$ cat src/rtl/vit_pkg.sv
// +--------------------------------------------------------------------------+
// | vit_pkg : shared types and defaults for the Viterbi input-side blocks    |
// | rev 1.0                                                                  |
// +--------------------------------------------------------------------------+
`default_nettype none

package vit_pkg;

    typedef enum logic [1:0] {
        IDLE  = 2'd0,
        SHIFT = 2'd1,
        FLUSH = 2'd2
    } vit_state_e;

    localparam logic [1:0] ST_IDLE  = IDLE;
    localparam logic [1:0] ST_SHIFT = SHIFT;
    localparam logic [1:0] ST_FLUSH = FLUSH;

    localparam int VIT_N_OUT      = 2;
    localparam int VIT_FLUSH_SYMS = 20;

    // Counter width that still works for a range of a single value.
    function automatic int vit_cnt_w(input int n);
        return (n > 1) ? $clog2(n) : 1;
    endfunction

endpackage

`default_nettype wire

$ cat src/rtl/vit_frame_feeder.sv
// +--------------------------------------------------------------------------+
// | vit_frame_feeder : serialises coded words into symbols, appends flush    |
// | rev 1.0                                                                  |
// +--------------------------------------------------------------------------+
`default_nettype none

module vit_frame_feeder
    import vit_pkg::*;
#(
    parameter int IN_W         = 16,
    parameter int N_OUT        = VIT_N_OUT,
    parameter int FLUSH_SYMS   = VIT_FLUSH_SYMS,
    parameter int IDLE_TIMEOUT = 4
) (
    input  logic             clk,
    input  logic             rst_n,
    input  logic             mode_i,
    input  logic             s_valid,
    output logic             s_ready,
    input  logic [IN_W-1:0]  s_data,
    input  logic             s_last,
    output logic             sym_valid_o,
    output logic [N_OUT-1:0] sym_data_o,
    output logic             frame_done_o,
    output logic             busy_o
);

    localparam int W      = IN_W / N_OUT;
    localparam int CNT_W  = vit_cnt_w(W);
    localparam int FCNT_W = $clog2(FLUSH_SYMS + 1);
    localparam int ICNT_W = $clog2(IDLE_TIMEOUT + 1);

    logic [1:0]        state_q, state_d;
    logic [CNT_W-1:0]  cnt_q, cnt_d;
    logic [FCNT_W-1:0] fcnt_q, fcnt_d;
    logic [ICNT_W-1:0] icnt_q, icnt_d;
    logic [IN_W-1:0]   shreg_q, shreg_d;
    logic              mode_q, mode_d;
    logic              last_q, last_d;
    logic              armed_q, armed_d;
    logic              vld_q, vld_d;
    logic [N_OUT-1:0]  sym_q, sym_d;
    logic              done_q, done_d;

    logic last_sym;
    logic hs;

    assign last_sym = (state_q == ST_SHIFT) && (cnt_q == CNT_W'(W - 1));
    assign s_ready  = (state_q == ST_IDLE) || (last_sym && !(mode_q && last_q));
    assign hs       = s_valid && s_ready;

    always_comb begin
        state_d = state_q;
        cnt_d   = cnt_q;
        fcnt_d  = fcnt_q;
        icnt_d  = icnt_q;
        shreg_d = shreg_q;
        mode_d  = mode_q;
        last_d  = last_q;
        armed_d = armed_q;
        vld_d   = vld_q;
        sym_d   = sym_q;
        done_d  = 1'b0;

        if (hs) begin
            // The first symbol leaves directly from s_data so words chain without bubbles.
            state_d = ST_SHIFT;
            cnt_d   = '0;
            shreg_d = s_data << N_OUT;
            vld_d   = 1'b1;
            sym_d   = s_data[IN_W-1 -: N_OUT];
            mode_d  = mode_i;
            last_d  = s_last;
            armed_d = 1'b1;
            icnt_d  = '0;
        end else begin
            case (state_q)
                ST_IDLE: begin
                    if (armed_q && !mode_q && !s_valid) begin
                        if (icnt_q == ICNT_W'(IDLE_TIMEOUT - 1)) begin
                            state_d = ST_FLUSH;
                            fcnt_d  = FCNT_W'(1);
                            vld_d   = 1'b1;
                            sym_d   = '0;
                            armed_d = 1'b0;
                            icnt_d  = '0;
                        end else begin
                            icnt_d = icnt_q + ICNT_W'(1);
                        end
                    end
                end
                ST_SHIFT: begin
                    if (cnt_q == CNT_W'(W - 1)) begin
                        if (mode_q && last_q) begin
                            state_d = ST_FLUSH;
                            fcnt_d  = FCNT_W'(1);
                            sym_d   = '0;
                            armed_d = 1'b0;
                            icnt_d  = '0;
                        end else begin
                            state_d = ST_IDLE;
                            vld_d   = 1'b0;
                            sym_d   = '0;
                            mode_d  = mode_i;
                        end
                    end else begin
                        cnt_d   = cnt_q + CNT_W'(1);
                        sym_d   = shreg_q[IN_W-1 -: N_OUT];
                        shreg_d = shreg_q << N_OUT;
                    end
                end
                ST_FLUSH: begin
                    if (fcnt_q == FCNT_W'(FLUSH_SYMS)) begin
                        state_d = ST_IDLE;
                        vld_d   = 1'b0;
                        done_d  = 1'b1;
                        fcnt_d  = '0;
                        mode_d  = mode_i;
                    end else begin
                        fcnt_d = fcnt_q + FCNT_W'(1);
                    end
                end
                default: begin
                    state_d = ST_IDLE;
                    vld_d   = 1'b0;
                    sym_d   = '0;
                end
            endcase
        end
    end

    always_ff @(posedge clk or negedge rst_n) begin
        if (!rst_n) begin
            state_q <= ST_IDLE;
            cnt_q   <= '0;
            fcnt_q  <= '0;
            icnt_q  <= '0;
            shreg_q <= '0;
            mode_q  <= 1'b0;
            last_q  <= 1'b0;
            armed_q <= 1'b0;
            vld_q   <= 1'b0;
            sym_q   <= '0;
            done_q  <= 1'b0;
        end else begin
            state_q <= state_d;
            cnt_q   <= cnt_d;
            fcnt_q  <= fcnt_d;
            icnt_q  <= icnt_d;
            shreg_q <= shreg_d;
            mode_q  <= mode_d;
            last_q  <= last_d;
            armed_q <= armed_d;
            vld_q   <= vld_d;
            sym_q   <= sym_d;
            done_q  <= done_d;
        end
    end

    assign sym_valid_o  = vld_q;
    assign sym_data_o   = sym_q;
    assign frame_done_o = done_q;
    assign busy_o       = (state_q != ST_IDLE);

endmodule

`default_nettype wire
$ cat config.mk
export PLATFORM = sky130hd
export DESIGN_NAME = vit_frame_feeder
export DESIGN_NICKNAME = d
export VERILOG_FILES = /design/src/rtl/vit_pkg.sv /design/src/rtl/vit_frame_feeder.sv
export SDC_FILE = /design/constraint.sdc
export NUM_CORES = 1
export LEC_CHECK = 0
export CAP_MARGIN = 30
export CORE_UTILIZATION = 50
export CTS_BUF_LIST = sky130_fd_sc_hd__clkbuf_4 sky130_fd_sc_hd__clkbuf_8 sky130_fd_sc_hd__clkbuf_16
export CTS_CLUSTER_DIAMETER = 80
export DETAILED_ROUTE_END_ITERATION = 6
export GPL_TIMING_DRIVEN = 1
export PLACE_DENSITY = 0.75
export SYNTH_ARGS = -nofsm -noshare
export SYNTH_HDL_FRONTEND = slang
export SYNTH_SLANG_ARGS = --single-unit
export TNS_END_PERCENT = 20
$ cat constraint.sdc
create_clock -name clk -period 4.7 [get_ports clk]
set_input_delay 0.94 -clock clk [delete_from_list [all_inputs] [get_ports clk]]
set_output_delay 0.94 -clock clk [all_outputs]
set_load 0.1 [all_outputs]
Yosys cells after proc, flatten, opt, wreduce, memory -nomap -nowiden
Index checks and enable logic that the tools add are counted.
Storage, ports and cells
  register bits after elaboration: 36
  input port bits: 21
Operators by class
  add/subtract/negate cells: 3
  eq/ne operators: 17
  muxes and demuxes: 51
  bitwise operators: 1
  reduce and logical (&&, ||, !) cells: 24
Operator list (number)
  2-to-1 mux 16 bit: 3
  2-to-1 mux 5 bit: 5
  2-to-1 mux 3 bit: 8
  2-to-1 mux 2 bit: 10
  2-to-1 mux 1 bit: 18
  one-hot mux 5 bit (3 select lines): 1
  != test 3 x 2 -> 1 bit, second input constant: 4
  one-hot mux 2 bit (3 select lines): 2
  AND reduction 4 bit: 3
  AND reduction 5 bit: 2
  nonzero test 3 bit: 3
  != test 2 x 1 -> 1 bit, second input constant: 4
  adder 3 x 1 -> 3 bit, second input constant: 2
  logical AND 1 bit: 6
  != test 3 bit, second input constant: 2
  one-hot mux 3 bit (2 select lines): 1
  AND reduction 6 bit: 1
  adder 5 x 1 -> 5 bit, second input constant: 1
  == test 5 bit, second input constant: 1
  != test 2 bit, second input constant: 2
  one-hot mux 1 bit (2 select lines): 2
  nonzero test 2 bit: 2
  == test 3 x 2 -> 1 bit, second input constant: 1
  == test 3 bit, second input constant: 1
  other kinds (9): 11

Longest topological paths before layout
  depth after elaboration: 7
  depth in mapped cells: 7
  mapped depth without buffers: 6

Worst setup path after synthesis
OpenSTA, ideal clock, no wires.
  path type: reg2out
  from: reg cnt_q[0]
  to: out s_ready
  arrival time: 2483 ps
  data required time: 3760 ps
  setup slack: 1277 ps
  cell stages (with the launch flop): 5
  buffers on the path: 0
  cells stage by stage: dfrtp_1 ha_1 ha_1 a21bo_2 a21oi_1
On the way
  word-level cells in the longest chain between the ends: 4
RTL lines
  start: declaration: RTL line vit_frame_feeder.sv:34  | logic [CNT_W-1:0] cnt_q, cnt_d;
  start signal: assignment: RTL line vit_frame_feeder.sv:147  | cnt_q <= cnt_d;
  == test 3 bit: RTL line vit_frame_feeder.sv:48  | assign last_sym = (state_q == ST_SHIFT) && (cnt_q == CNT_W'(W - 1));
  logical AND 1 bit: RTL line vit_frame_feeder.sv:48
  logical AND 1 bit: RTL line vit_frame_feeder.sv:49  | assign s_ready = (state_q == ST_IDLE) || (last_sym && !(mode_q && last_q));
  logical OR 1 bit: RTL line vit_frame_feeder.sv:49
  end: declaration: RTL line vit_frame_feeder.sv:19  | output logic s_ready,
No other way between the ends.

Worst setup path after layout
Same ends and word-level chain as after synthesis.

==> impl_metrics.toml <==
[grt]
grt_pass1_wl_mm = 5.24
antenna_found_initial = 0
grt_start_max_net_pins = 38
grt_pass1_vias = 1214
grt-ovfl-total = 0
track_usage = 0.195

[clocking]
cts_sinks = 34
clockBufferDepth = 2
cts_tree = "built"
cts_root_buffer = "clkbuf_4"
cts_setup_buffers = 0
clk_latency_ns = 0.33
holdBufCountCts = 0
post_cts_resized = 0
clkTransAtPathRegs_ns = 0.10
cts_buffers = 5
cts_htree_levels = 2

[timing]
min_period_over_period = 0.776
slew_viol_final = 0
tightest_slew_ns = 0.964
setup_viol = 0
min_period_ns = 3.65
finClkSkew_ns = 0.00956
timing.fmax_ghz = 0.274
slew_headroom = 0.355
finalSetupTns_ns = 0
rsz0062_at_grt = "false"
holdWs_ns = 0.489
hold_viol = 0

[floorplan]
die_y_um = 61.1
coreArea_mm2 = 0.00334
design.die.area_mm2 = 0.00373
rows = 21
die_x_um = 61.1
io_pins = 27
start_util = 0.523

[placed_design]
dp_hpwl_mm = 2.35
dpl.cell_count = 238
gp_congestion = 0.860
io_buffers = 26

[worst_hold_path]
whs_endpoint = "fcnt_q[4]$_DFFE_PN0P_"
hp-class = "reg2reg"
hold_depth = 1
hold_start = "fcnt_q[4]$_DFFE_PN0P_"

[power_and_ir_drop]
cellPowerDensity_mw_per_mm2 = 682
total_power_mw = 1.45
leakagePower_nw = 0.912
ir_drop_v = 0.000296

[layout]
final_cells = 245
nFillCells = 286
fin_nets = 225
diodes = 0
area_growth_pct = 21.7
layout-drive-gt1-share = 0.0955

[synth]
yosys.cell_types.count = 43
synthArstFlopShare = 1.00
synth_warnings = 0
ys_top_cells_by_area = "dfrtp_1 (49%), o21ai_0 (5.7%), nand2_1 (5.6%), a22oi_1 (5.2%), ha_1 (3.6%)"
synth_most_common_cell = "dfrtp_1"
synthesis.area_mm2 = 0.00174
synth_edf_count = 0
synth_top_area_frac = 0.488
syn_nets = 199
synthCells = 173
ys_ff_latch = 34
syn_avg_cell_area_um2 = 10.1
synth_commonest_cells = "dfrtp_1 (34), nand2_1 (26), o21ai_0 (20)"
synth_area_leader_cell = "dfrtp_1"
yosysSeqAreaShare = 0.488
synthFlopType = "dfrtp_1"

[worst_setup_path]
rr_worst_depth = 6
cp-startpoint = "cnt_q[0]$_DFFE_PN0P_"
crit_path_end_kind = "output pin"
worst_setup_path_start_kind = "flop"
r2r_start = "cnt_q[0]$_DFFE_PN0P_"
ff2ff_setup_slack_ns = 2.55
path_max_fanout = 5
path_class = "reg2out"
worstPathArrival_ns = 2.71
r2r-end = "last_q$_DFFE_PN0N_"
critical_path_required_ns = 3.76

[job]
max-cap-violations = 0

[detailed_routing]
vias_per_cell = 5.59
post_drt_wl_per_cell_um = 13.5
drtIter0Drc = 120
vias = 1369
drtAntennaViolNets = 0
wl_mm = 3.32
drc_errors = 0
firstDrtPassIters = 4

[status]
status = "finished, final reports clean"
## state kept, by name (all words and copies together) (netlist names)
register	cells
armed_q	1
cnt_q	3
fcnt_q	5
frame_done_o	1
icnt_q	3
last_q	1
mode_q	1
shreg_q	14
state_q	2
sym_data_o	2
sym_valid_o	1
## worst max-delay path, cell delays in order (launching register included)
cell	delay (ns)
dfrtp_1	0.37
ha_1	0.15
ha_1	0.27
a21bo_2	0.29
a21oi_1	0.14
clkdlybuf4s50_1	1.15
## cell families after synthesis
kind of cell,count (synthesis),share of synthesized area
buf+inv,16,0.0488
compound gates,58,0.234
mux,5,0.0316
simple gates,55,0.162
fa+ha+maj,5,0.0359
flops,34,0.488
## area by class of cell
cell class | instances | area, µm² | area share
repair buffers | 29 | 303 | 0.143
multi-input cells | 123 | 808 | 0.381
clock inverters | 1 | 30.0 | 0.0141
inverters | 6 | 22.5 | 0.0106
well taps | 46 | 57.6 | 0.0271
clock buffers | 6 | 51.3 | 0.0242
flip-flops and latches | 34 | 851 | 0.401
## cells in the final DEF, fill, tap and decap left out, types with 2 or more instances in the layout
master            n
nor2_1            9
a21oi_1           6
a31oi_1           4
o21ai_0          20
nand3_1           4
a22oi_1          12
and2_1            2
mux2_2            3
clkdlybuf4s50_1  26
a22o_1            3
dfrtp_1          34
ha_1              5
inv_1             6
clkbuf_4          5
a21o_1            2
nand2b_1          4
nand2_1          26
buf_4             2
## worst max-delay path by stage
| stage | slack, ns | endpoint | cells past startpoint |
|---|---|---|---|
| finish | 1.05 | s_ready | 5 |
| global route | 0.97 | s_ready | 5 |
| CTS | 1.04 | s_ready | 5 |
| detailed placement | 1.42 | s_ready | 5 |
| global placement | 1.45 | s_ready | 5 |
| floorplan | 1.28 | s_ready | 4 |
## metrics by stage
| stage | worst slack, ns | util | area (µm²) |
|---|---|---|---|
| 2_1_floorplan | 1.28 | - | 1740 |
| 3_3_place_gp | 1.45 | 0.604 | 2010 |
| 3_5_place_dp | 1.42 | 0.612 | 2040 |
| 4_1_cts | 1.04 | 0.636 | 2120 |
| 5_1_grt | 0.970 | 0.636 | 2120 |
| 6_report | 1.05 | 0.636 | 2120 |
## layer usage
metal | GRT usage | wire (µm) | vias to the layer above | share of wire
met5 | 0 | 0 | - | 0
met4 | 0.0909 | 18 | 0 | 0.0054
met3 | 0.0441 | 140 | 2 | 0.042
met2 | 0.307 | 1640 | 39 | 0.49
met1 | 0.256 | 1520 | 658 | 0.46
li1 | - | - | 670 | -
## power breakdown
group / switching, mW / internal (mW) / total, mW
clock: 0.0940 / 0.124 / 0.218
combinational: 0.424 / 0.263 / 0.687
sequential: 0.128 / 0.414 / 0.542
Power figures use the tool's default switching activity.
